==> src/rtl/instr_encoder.sv <==
// MIPS-style instruction encoder feeding a DEPTH-entry output FIFO.
// Define INSTR_ENC_ILLEGAL_TRAP_EN to drop illegal kinds and pulse err instead of queueing a NOP.
module instr_encoder #(
    parameter int DEPTH = 4
) (
    input  logic                     clk,
    input  logic                     rst,
    input  logic                     req_valid,
    output logic                     req_ready,
    input  logic [3:0]               req_kind,
    input  logic [4:0]               req_rs,
    input  logic [4:0]               req_rt,
    input  logic [4:0]               req_rd,
    input  logic [25:0]              req_imm,
    output logic                     out_valid,
    input  logic                     out_ready,
    output logic [31:0]              out_instr,
    output logic [$clog2(DEPTH):0]   count,
    output logic                     err
);

    localparam int PW = $clog2(DEPTH);
    localparam int CW = PW + 1;
    localparam logic [CW-1:0] DEPTH_C = CW'(DEPTH);

    logic [PW-1:0] wr_ptr_q, wr_ptr_d;
    logic [PW-1:0] rd_ptr_q, rd_ptr_d;
    logic [CW-1:0] count_q, count_d;
    logic          err_q, err_d;
    logic [31:0]   mem_q [DEPTH];

    logic [31:0]   enc_word;
    logic          accept;
    logic          push;
    logic          pop;

    // Illegal kinds fall through to an all-zero word, which is the NOP.
    always_comb begin
        enc_word = '0;
        case (req_kind)
            4'd0: enc_word = {6'b000000, req_rs, req_rt, req_rd, 5'b00000, 6'b100000};
            4'd1: enc_word = {6'b000000, req_rs, req_rt, req_rd, 5'b00000, 6'b100010};
            4'd2: enc_word = {6'b000000, req_rs, req_rt, req_rd, 5'b00000, 6'b100100};
            4'd3: enc_word = {6'b000000, req_rs, req_rt, req_rd, 5'b00000, 6'b100101};
            4'd4: enc_word = {6'b000000, req_rs, req_rt, req_rd, 5'b00000, 6'b101010};
            4'd5: enc_word = {6'b100011, req_rs, req_rt, req_imm[15:0]};
            4'd6: enc_word = {6'b101011, req_rs, req_rt, req_imm[15:0]};
            4'd7: enc_word = {6'b000100, req_rs, req_rt, req_imm[15:0]};
            4'd8: enc_word = {6'b001000, req_rs, req_rt, req_imm[15:0]};
            4'd9: enc_word = {6'b000010, req_imm};
            default: enc_word = '0;
        endcase
    end

    assign req_ready = (count_q < DEPTH_C);
    assign out_valid = (count_q != '0);
    assign out_instr = out_valid ? mem_q[rd_ptr_q] : 32'h0000_0000;
    assign count     = count_q;
    assign err       = err_q;

    assign accept = req_valid && req_ready;
    assign pop    = out_valid && out_ready;

`ifdef INSTR_ENC_ILLEGAL_TRAP_EN
    logic illegal;
    assign illegal = (req_kind > 4'd9);
    assign push    = accept && !illegal;
    assign err_d   = accept && illegal;
`else
    assign push    = accept;
    assign err_d   = 1'b0;
`endif

    always_comb begin
        wr_ptr_d = wr_ptr_q;
        rd_ptr_d = rd_ptr_q;
        count_d  = count_q;
        if (push) begin
            wr_ptr_d = wr_ptr_q + PW'(1);
        end
        if (pop) begin
            rd_ptr_d = rd_ptr_q + PW'(1);
        end
        if (push && !pop) begin
            count_d = count_q + CW'(1);
        end else if (pop && !push) begin
            count_d = count_q - CW'(1);
        end
    end

    always_ff @(posedge clk) begin
        if (rst) begin
            wr_ptr_q <= '0;
            rd_ptr_q <= '0;
            count_q  <= '0;
            err_q    <= 1'b0;
        end else begin
            wr_ptr_q <= wr_ptr_d;
            rd_ptr_q <= rd_ptr_d;
            count_q  <= count_d;
            err_q    <= err_d;
        end
    end

    // Storage needs no reset: out_instr is masked whenever the FIFO is empty.
    always_ff @(posedge clk) begin
        if (push && !rst) begin
            mem_q[wr_ptr_q] <= enc_word;
        end
    end

endmodule

==> config.mk <==
export PLATFORM = sky130hd
export DESIGN_NAME = instr_encoder
export DESIGN_NICKNAME = d
export VERILOG_FILES = /design/src/rtl/instr_encoder.sv
export SDC_FILE = /design/constraint.sdc
export NUM_CORES = 1
export LEC_CHECK = 0
export BUFFER_PORTS_ARGS = -buffer_cell sky130_fd_sc_hd__buf_2
export CAP_MARGIN = 20
export CORE_MARGIN = 8
export CORE_UTILIZATION = 50
export DETAILED_ROUTE_END_ITERATION = 12
export HOLD_SLACK_MARGIN = 0.02
export PLACE_DENSITY = 0.87
export SLEW_MARGIN = 20
export SYNTH_ARGS = -nofsm -noshare
export SYNTH_HDL_FRONTEND = slang
export SYNTH_SLANG_ARGS = --single-unit
==> constraint.sdc <==
create_clock -name clk -period 2 [get_ports clk]
set_clock_uncertainty 0.1 [all_clocks]
set_input_delay 0.4 -clock clk [delete_from_list [all_inputs] [get_ports clk]]
set_output_delay 0.4 -clock clk [all_outputs]
set_load 0.05 [all_outputs]
After elaboration in Yosys (flattened, before gate mapping)
Memory sizes are Yosys's and may differ from the RTL's. A register that Yosys moved wholly into a read port is not among the register bits.
Cells that the tools add are included.

storage, ports and cells
  register bits after elaboration = 7
  latch bits = 0
  bits in writable memories = 128
  bits in read-only memories = 0
  input port bits = 49
  output and inout port bits = 38
  memories = 1

memory list
  memory  depth  width  rd ports  clocked after Yosys merged registers in  wr ports  RTL line  source
  mem_q   4      32     1         1                                        1         30        logic [31:0] mem_q [DEPTH];

operators by class
  add/sub/neg operators = 4
  $mul = 0
  divide/modulo/power cells = 0
  order comparisons = 1
  equal/unequal tests = 9
  shifts and indexed selects = 0
  mux-type cells = 8
  bitwise gates (word level) = 0
  reductions and logical operators = 11

operators by type and width
  operator             count
  $pmux 32 s10         1
  $mux 32              1
  $eq 4x3->1 const B   4
  $eq 4x2->1 const B   2
  $eq 4x4->1 const B   2
  $mux 3               2
  $logic_and 1x1->1    5
  $add 2x1->2 const B  2
  $eq 4x1->1 const B   1
  $logic_not 4->1      1
  $mux 2               2
  $add 3x1->3 const B  1
  $logic_not 1->1      3
  $lt 3x3->1 const B   1
  $reduce_bool 3->1    1
  $sub 3x1->3 const B  1
  $mux 1               2
  $reduce_bool 2->1    1

Longest topological paths before layout
Gate-level depths: netlist (run 1).

  depth after elaboration = 6
  depth in mapped cells = 7

Worst setup path before layout (run 1)
Ideal clock, no wire load.

  path type = reg-to-output
  start = register count_q[0], in the netlist count[0]
  end = output out_instr[31]
  data arrival time = 2.208 ns
  path slack = -0.708 ns
  stages on the path, launching flop included = 5
  buffers on the path = 2
  path through = dfxtp_1 nor3_1 buf_2 nor2b_1 buf_4

on the way
  word-level cells in the longest chain between the ends = 2

RTL lines
  what                      RTL line  source
  start: declaration        28        logic [CW-1:0] count_q, count_d;
  start signal: assignment  100       count_q <= count_d;
  $reduce_bool 3->1         56        assign out_valid = (count_q != '0);
  $mux 32                   57        assign out_instr = out_valid ? mem_q[rd_ptr_q] : 32'h0000_0000;
  end: declaration          17        output logic [31:0] out_instr,

No other way between the ends.

==> flow_summary_export.csv, run 1 <==
group,metric,value,unit
clock_tree,numCtsBuffers,17,
route,drcViolationCount,0,
worst_setup_path,cp.arrival,1.92,ns
sta,hold_ws,0.05999,ns
sta,hold_viol,0,
synthesis,synth_edf_count,120,
sta,slew_headroom,62.94,%
die,boundaryPins,87,
route,postRouteAntennaNets,0,
synthesis,synthFlopType,"edfxtp_1",
final_layout,final_common_cell,"edfxtp_1",
final_layout,nets,492,
sta,slew_viol_final,0,
die,chipHeight,121.2,um
sta,worst_pin_slew,0.5559,ns
worst_setup_path,required,1.50,ns
placed_design,dp.cells,545,
final_layout,syn_to_final_growth,34.93,%
final_layout,instances_no_fill,589,
grt,grt_max_degree,18,
synthesis,synth.distinct_cells,40,
min_path,hold_end,"count[2]",
synthesis,synth_seq_cells,129,
worst_setup_path,start_kind,"register",
route,via_count,3237,
die,core,10840,um^2
power,peakVddDrop,0.8647,mV
outcome,violations,"setup timing",
grt,grt_pass1_vias,3480,
worst_setup_path,r2r_end,"count[2]",
clock_tree,cts_hold_buf,0,
die,start_util,51.02,%
min_path,holdPathStages,2,
min_path,hold_class,"primary input to register",
synthesis,async_reset_ff_share,0,%
sta,min_period_over_period,121.1,%
clock_tree,h-tree-depth,4,
route,wl_per_cell,20.74,um
worst_setup_path,rrSetupSlack,-0.14,ns
die,die_area,14680,um^2
final_layout,diodes,0,
placed_design,gp_congestion,0.7552,
min_path,holdCritStartpoint,"rst",
power,p_per_area,1447,nW/um^2
final_layout,layout_common_cells,"edfxtp_1 (120), buf_2 (51), buf_6 (32)",
worst_setup_path,cp_max_fo,10,
outcome,status,"finished with violations",
final_layout,drive_above_1_share,49.22,%
synthesis,syn_area,5530,um^2
die,rows,38,
worst_setup_path,cp-end-kind,"output pin",
placed_design,dpl_cell_area,6432,um^2
grt,grt_pass1_wl,18770,um
grt,antenna_found_initial,0,
sta,rsz0062_at_grt,"yes",
placed_design,port-buffer-count,84,
sta,tns,-12.51,ns
sta,fmax,412.9,MHz
synthesis,yosysWarnings,0,
worst_setup_path,r2r_start,"count[1]",
synthesis,postSynthCellCount,319,
route,dr.pass1.iters,4,
die,die_w,121.2,um
route,via_per_inst,5.496,
sta,min_period,2.422,ns
clock_tree,clock-root-buffer,"clkbuf_8",
synthesis,avgSynthCellArea,17.34,um^2
placed_design,dpl.hpwl,7710,um
clock_tree,cts_tree,"built",
clock_tree,ctsLongestPathBuffers,2,
worst_setup_path,worstSetupPathType,"register to output pin",
route,drt-total-wl,12210,um
final_layout,fill_cells,698,
clock_tree,clk_pin_slew,0.05,ns
power,leakagePower,2.743,nW
grt,track_usage,17.40,%
worst_setup_path,rr_worst_depth,9,
grt,grt_overflow,0,
clock_tree,clock_latency,0.51,ns
synthesis,yosysSeqAreaShare,68.42,%
clock_tree,clock-sinks,129,
route,drt_iter0_drc,172,
final_layout,fin_area,7462,um^2
sta,setup_slack,-0.4221,ns
run,max_cap_viol_count,0,
sta,setup_viol,33,
## stage by stage
| stage | util (%) | power (mW) | worst slack [ns] |
|---|---|---|---|
| floorplan | - | 6.072 | -0.01444 |
| global placement | 59.34 | 6.855 | 0.005353 |
| detailed placement | 59.34 | 6.923 | 0.003097 |
| CTS | 68.11 | 10.74 | -0.4689 |
| global route | 68.84 | 11.21 | -0.4968 |
| finish | 68.84 | 10.80 | -0.4221 |
## sequential cells by signal, summed over array words and instances, names as in the netlist, named ones only
| name | flops |
|---|---|
| count | 3 |
| rd_ptr_q | 2 |
| mem_q | 120 |
| wr_ptr_q | 2 |
## per-layer routing
metal	vias up	track usage [%]	wire [um]
li1	1483	-	-
met1	1612	20.68	4766
met2	132	29.78	6427
met3	10	4.886	899
met4	0	6.091	121
met5	-	0	0
## synth_stat cells, drive strengths merged (5+ instances only)
master	count	area (um^2)
edfxtp	120	3603
dfxtp	9	180.2
a31oi	5	31.28
nor2b	38	240.2
nor2	10	37.54
o22ai	6	37.54
a21oi	6	30.03
buf	15	108.9
and2	11	68.82
a22o	10	87.58
ha	5	62.56
mux4	30	675.7
clkbuf	5	18.77
a22oi	5	37.54
inv	6	22.52
o21ai	7	46.30
## what timing repair did
| action | CTS | global route |
|---|---|---|
| gates resized for setup | 85 | 9 |
| cloned | 3 | 1 |
| setup buffers | 7 | 2 |
| pin swaps | 4 | 4 |
| setup endpoints to repair | 33 | 34 |
| endpoints found under the hold margin | 0 | 0 |
## critical path, stage by stage (launching register included)
cell	delay (ns)
dfxtp_4	0.42
buf_12	0.17
mux4_2	0.51
nor2b_2	0.17
buf_6	0.15
## worst max-delay path by stage
stage | start | endpoint | slack, ns | cells past startpoint
2_1_floorplan | register | out_instr[0] | -0.01 | 3
3_3_place_gp | register | out_instr[3] | 0.005 | 4
3_5_place_dp | register | out_instr[29] | 0.003 | 4
4_1_cts | register | out_instr[31] | -0.47 | 4
5_1_grt | register | out_instr[1] | -0.50 | 4
6_report | register | out_instr[29] | -0.42 | 4
## cell type report
class                           count  area (um^2)  share of cell area, %
Clock inverter                      9        91.34                  1.224
Timing Repair Buffer              118         1139                  15.26
Sequential cell                   129         3800                  50.92
Tap cell                          140        175.2                  2.347
Clock buffer                       22        432.9                  5.801
Inverter                            6        25.02                 0.3353
Multi-Input combinational cell    165         1799                  24.11
## cell families (layout without fill, tap and decap cells)
logic type	Yosys count	after routing	share of synthesized area (%)
AO/OA/AOI/OAI	43	43	5.453
XOR/XNOR	6	6	0.9504
adder cells (fa/ha/maj)	6	6	1.493
buffers and inverters	26	155	2.715
flip-flops	129	129	68.42
multiplexers	33	33	12.78
other	1	2	0.06781
AND/OR/NAND/NOR	75	75	8.122
## power breakdown
part	leakage (nW)	internal [mW]	switching, mW	total [mW]
clock network	0.259	1.74	0.974	2.71
logic	1.30	2.14	2.62	4.76
registers	1.18	3.20	0.122	3.32
total	2.74	7.08	3.71	10.8
Power figures use the tool's default switching activity.
==> run 2, diff against run 1 <==
--- a/config.mk
+++ b/config.mk
@@ -6,10 +6,11 @@
 export NUM_CORES = 1
 export LEC_CHECK = 0
 export BUFFER_PORTS_ARGS = -buffer_cell sky130_fd_sc_hd__buf_2
-export CAP_MARGIN = 20
+export CAP_MARGIN = 0
 export CORE_MARGIN = 8
 export CORE_UTILIZATION = 50
 export DETAILED_ROUTE_END_ITERATION = 12
+export GPL_ROUTABILITY_DRIVEN = 0
 export HOLD_SLACK_MARGIN = 0.02
 export PLACE_DENSITY = 0.87
 export SLEW_MARGIN = 20
==> constraint.sdc (replaced) <==
create_clock -name clk -period 2.05 [get_ports clk]
set_clock_uncertainty 0.1 [all_clocks]
set_input_delay 0.41 -clock clk [delete_from_list [all_inputs] [get_ports clk]]
set_output_delay 0.41 -clock clk [all_outputs]
set_load 0.05 [all_outputs]
==> flow_summary_export.csv, run 2 (synthesis gave the netlist of run 1 again) <==
group,metric,value,unit
grt,track_usage,17.17,%
sta,setup_viol,33,
clock_tree,clock-sinks,129,
outcome,status,"finished with violations",
placed_design,place_ws,-0.06247,ns
route,via_per_inst,5.662,
die,start_util,51.02,%
worst_setup_path,cp-end-kind,"output pin",
grt,grt_pass1_wl,18720,um
final_layout,regMostFlops,"mem_q",
clock_tree,numCtsBuffers,17,
grt,antenna_found_initial,0,
die,rows,38,
route,wl_per_cell,21.27,um
placed_design,dp.cells,540,
sta,slew_headroom,64.26,%
run,max_cap_viol_count,0,
clock_tree,cts_hold_buf,0,
power,peakVddDrop,0.8011,mV
sta,rsz0062_at_grt,"yes",
sta,worst_pin_slew,0.5316,ns
grt,grt_pass1_vias,3480,
clock_tree,h-tree-depth,4,
route,drt-total-wl,12340,um
sta,hold_viol,0,
outcome,violations,"setup timing",
final_layout,drive_above_1_share,48.64,%
power,p_per_area,1464,nW/um^2
placed_design,port-buffer-count,84,
worst_setup_path,worstSetupPathType,"register to output pin",
sta,setup_slack,-0.3584,ns
sta,hold_ws,0.09301,ns
worst_setup_path,crit_slowest_cell,"mux4_2",
grt,grt_overflow,0,
sta,min_period_over_period,117.5,%
final_layout,layout_common_cells,"edfxtp_1 (120), buf_2 (52), mux4_2 (30), nor2b_4 (30), buf_6 (25)",
final_layout,instances_no_fill,580,
clock_tree,ctsLongestPathBuffers,2,
die,die_area,14680,um^2
sta,slew_viol_final,0,
worst_setup_path,path_cells,"buf_12 -> mux4_2 -> nor2b_4 -> buf_6",
route,dr.pass1.iters,4,
final_layout,fin_util,69.06,%
die,chipHeight,121.2,um
route,postRouteAntennaNets,0,
final_layout,final_common_cell,"edfxtp_1",
final_layout,largest_reg_flops,120,
die,die_w,121.2,um
final_layout,syn_to_final_growth,35.36,%
final_layout,nets,485,
clock_tree,cts_tree,"built",
min_path,hold_class,"primary input to register",
worst_setup_path,cp_max_fo,8,
die,core,10840,um^2
route,drt_iter0_drc,133,
placed_design,dpl.hpwl,7255,um
sta,fmax,415.2,MHz
route,drcViolationCount,0,
clock_tree,clock_latency,0.51,ns
clock_tree,clk_pin_slew,0.05,ns
worst_setup_path,cp.arrival,1.90,ns
route,via_count,3284,
power,total_power,10.96,mW
grt,grt_max_degree,31,
clock_tree,clock-root-buffer,"clkbuf_8",
worst_setup_path,slowest_delay,0.52,ns
sta,min_period,2.408,ns
worst_setup_path,required,1.54,ns
die,boundaryPins,87,
power,leakagePower,2.785,nW
worst_setup_path,start_kind,"register",
final_layout,diodes,0,
==> run 2: cell types whose count changed in the layout (fill, tap and decap cells not counted), moves of 3 or more <==
cell       previous run  this run
nor2b_4              17        30
nor2b_2              14         2
buf_6                32        25
buf_16                3         0
buf_8                 1         4
bufbuf_16             0         3
==> run 2: critical path: cells and delay by family (launching register included) <==
kind | cells | cell delay [ns]
muxes | 1 | 0.52
buffers and inverters | 2 | 0.31
and+or+nand+nor | 1 | 0.15
DFF | 1 | 0.41
==> run 2: power by group <==
| group | switching [mW] | internal [mW] |
|---|---|---|
| sequential | 0.116 | 3.12 |
| clock | 0.955 | 1.81 |
| combinational | 2.65 | 2.31 |
| total | 3.72 | 7.24 |
==> run 2: path summary, 6_finish.rpt <==
| path | depth (start not counted) | slack (ns) | end | startpoint |
|---|---|---|---|---|
| max | 4 | -0.36 | out_instr[26] | register |
| min | 2 | 0.09 | count[2] | rst |
| max reg2reg | 8 | -0.21 | count[2] | count[1] |
| min reg2reg | 2 | 0.41 | register | rd_ptr_q[1] |
==> run 2: area by class of cell <==
| class | count | area (um^2) |
|---|---|---|
| flip-flops and latches | 129 | 3799 |
| fillers | 693 | 3354 |
| multi-input cells | 165 | 1867 |
| repair buffers | 111 | 1077 |
| clock buffers | 20 | 425.4 |
| well taps | 140 | 175.2 |
| clock inverters | 9 | 117.6 |
| inverters | 6 | 25.02 |
==> run 2: repair_timing <==
item	in CTS	in global routing
pin swaps	2	2
gates resized for setup	77	22
hold endpoints to repair	0	0
endpoints found under the setup margin	33	33
setup buffers	6	3
gates cloned	5	0
==> run 2: stage by stage <==
stage,instance area (um^2),TNS [ns]
floorplan,5680,-0.6360
global placement,6434,0
detailed placement,6434,-0.06247
CTS,7443,-12.42
global route,7486,-12.51
finish,7486,-10.35
==> run 2: layer usage <==
layer  GRT usage (%)  share of wire [%]
met5               0                  0
met4           6.554                1.5
met3           5.770                7.0
met2           28.12                 52
met1           20.67                 40
==> run 3, diff against run 2 <==
--- a/config.mk
+++ b/config.mk
@@ -5,14 +5,14 @@
 export SDC_FILE = /design/constraint.sdc
 export NUM_CORES = 1
 export LEC_CHECK = 0
-export BUFFER_PORTS_ARGS = -buffer_cell sky130_fd_sc_hd__buf_2
+export BUFFER_PORTS_ARGS = -buffer_cell sky130_fd_sc_hd__clkbuf_2
 export CAP_MARGIN = 0
 export CORE_MARGIN = 8
 export CORE_UTILIZATION = 50
 export DETAILED_ROUTE_END_ITERATION = 12
 export GPL_ROUTABILITY_DRIVEN = 0
 export HOLD_SLACK_MARGIN = 0.02
-export PLACE_DENSITY = 0.87
+export PLACE_DENSITY = 0.84
 export SLEW_MARGIN = 20
 export SYNTH_ARGS = -nofsm -noshare
 export SYNTH_HDL_FRONTEND = slang
==> constraint.sdc (replaced) <==
create_clock -name clk -period 2.5 [get_ports clk]
set_clock_uncertainty 0.1 [all_clocks]
set_input_delay 0.5 -clock clk [delete_from_list [all_inputs] [get_ports clk]]
set_output_delay 0.5 -clock clk [all_outputs]
set_load 0.05 [all_outputs]
==> flow_summary_export.csv, run 3 (synthesis gave the netlist of run 1 again) <==
group,metric,value,unit
route,drt_iter0_drc,195,
clock_tree,clock_latency,0.50,ns
grt,track_usage,17.14,%
sta,min_period_over_period,103.4,%
power,peakVddDrop,0.7994,mV
worst_setup_path,slowest_delay,0.50,ns
die,start_util,51.02,%
final_layout,fin_util,69.51,%
route,highest-signal-layer,"met4",
run,max_cap_viol_count,0,
final_layout,syn_to_final_growth,36.24,%
placed_design,dpl_cell_area,6595,um^2
die,boundaryPins,87,
grt,grt_pass1_wl,18570,um
sta,fmax,386.8,MHz
clock_tree,ctsLongestPathBuffers,2,
die,chipHeight,121.2,um
clock_tree,numCtsBuffers,17,
power,total_power,9.199,mW
final_layout,multi_input_area,1798,um^2
worst_setup_path,path_cells,"clkbuf_16 -> mux4_2 -> nor2b_1 -> clkbuf_8",
clock_tree,cts_tree,"built",
sta,min_period,2.585,ns
grt,grt_overflow,0,
placed_design,dpl.hpwl,7313,um
worst_setup_path,cp_max_fo,5,
final_layout,register_area,3789,um^2
worst_setup_path,cp-end-kind,"output pin",
min_path,hold_class,"primary input to register",
final_layout,diodes,0,
final_layout,final_common_cell,"edfxtp_1",
route,wl_met1,4577,um
final_layout,drive_above_1_share,44.88,%
die,core,10840,um^2
route,wl_per_cell,21.93,um
grt,antenna_found_initial,0,
worst_setup_path,worstSetupPathType,"register to output pin",
clock_tree,cts_hold_buf,0,
clock_tree,h-tree-depth,4,
route,postRouteAntennaNets,0,
placed_design,port-buffer-count,84,
route,drt-total-wl,12500,um
worst_setup_path,start_kind,"register",
final_layout,layout_common_cells,"edfxtp_1 (120), clkbuf_2 (53), buf_12 (32)",
sta,slew_viol_final,0,
final_layout,regMostFlops,"mem_q",
route,dr_wl_met3,920,um
sta,rsz0062_at_grt,"yes",
route,via_count,3223,
sta,hold_viol,0,
power,leakagePower,2.761,nW
route,dr_wl_met2,6664,um
sta,setup_viol,31,
sta,slew_headroom,59.47,%
final_layout,nets,472,
final_layout,largest_reg_flops,120,
die,die_w,121.2,um
final_layout,fin_area,7535,um^2
die,die_area,14680,um^2
power,p_per_area,1221,nW/um^2
outcome,status,"finished with violations",
final_layout,fill_cells,645,
outcome,violations,"setup timing",
clock_tree,clk_pin_slew,0.06,ns
worst_setup_path,required,1.90,ns
route,via_per_inst,5.654,
clock_tree,clock-sinks,129,
grt,grt_max_degree,34,
worst_setup_path,crit_slowest_cell,"mux4_2",
sta,setup_slack,-0.08505,ns
route,dr.pass1.iters,4,
sta,worst_pin_slew,0.6028,ns
clock_tree,clock-root-buffer,"clkbuf_8",
die,rows,38,
route,drcViolationCount,0,
grt,grt_pass1_vias,3426,
worst_setup_path,cp.arrival,1.99,ns
-- run 3: power by group --
| group | leakage [nW] | switching (mW) | internal [mW] |
|---|---|---|---|
| Combinational | 1.28 | 2.09 | 1.91 |
| Clock | 0.296 | 0.838 | 1.71 |
| Sequential | 1.18 | 0.106 | 2.55 |
-- run 3: critical path: cells and delay by family, from the launching register on --
kind / cells / cell delay, ns
buffers and inverters: 2 / 0.38
multiplexers: 1 / 0.50
flip-flops: 1 / 0.44
AND/OR/NAND/NOR: 1 / 0.17
-- run 3: path summary, 6_finish.rpt --
kind                            slack, ns  depth (start not counted)            to   startpoint
worst min-delay path                 0.20                          2      count[0]          rst
worst min register to register       0.39                          2      register  rd_ptr_q[1]
worst max-delay path                -0.09                          4  out_instr[7]     register
worst max register to register       0.26                          7      count[2]     count[1]
-- run 3: what timing repair did --
action,CTS,global route
pin swaps,0,0
resized for setup,43,33
setup endpoints to repair,31,31
endpoints found under the hold margin,0,0
buffers inserted,2,0
gates cloned,2,1
-- run 3: metrics by stage --
stage | std cells | hold WS [ns] | setup TNS, ns | worst slack (ns)
5_1_grt | 570 | 0.2007 | -2.669 | -0.1314
6_report | 570 | 0.1997 | -0.8087 | -0.08505
4_1_cts | 571 | 0.1685 | -2.068 | -0.09655
2_1_floorplan | 320 | 0.3591 | 0 | 0.03853
3_3_place_gp | 535 | 0.3705 | 0 | 0.3647
3_5_place_dp | 535 | 0.3796 | 0 | 0.2828
-- run 3: area by class of cell --
type                       count  area share, %
tap                          140          2.325
sequential                   129          50.28
multi-input combinational    165          23.86
clock inverter                12          2.507
inverter                       6         0.2989
timing repair buffer          98          15.08
clock buffer                  20          5.646
-- run 3: metal layers --
layer	vias up	global-route usage (%)
met5	-	0
met2	144	29.60
met3	27	4.235
li1	1443	-
met4	0	8.404
met1	1609	19.56
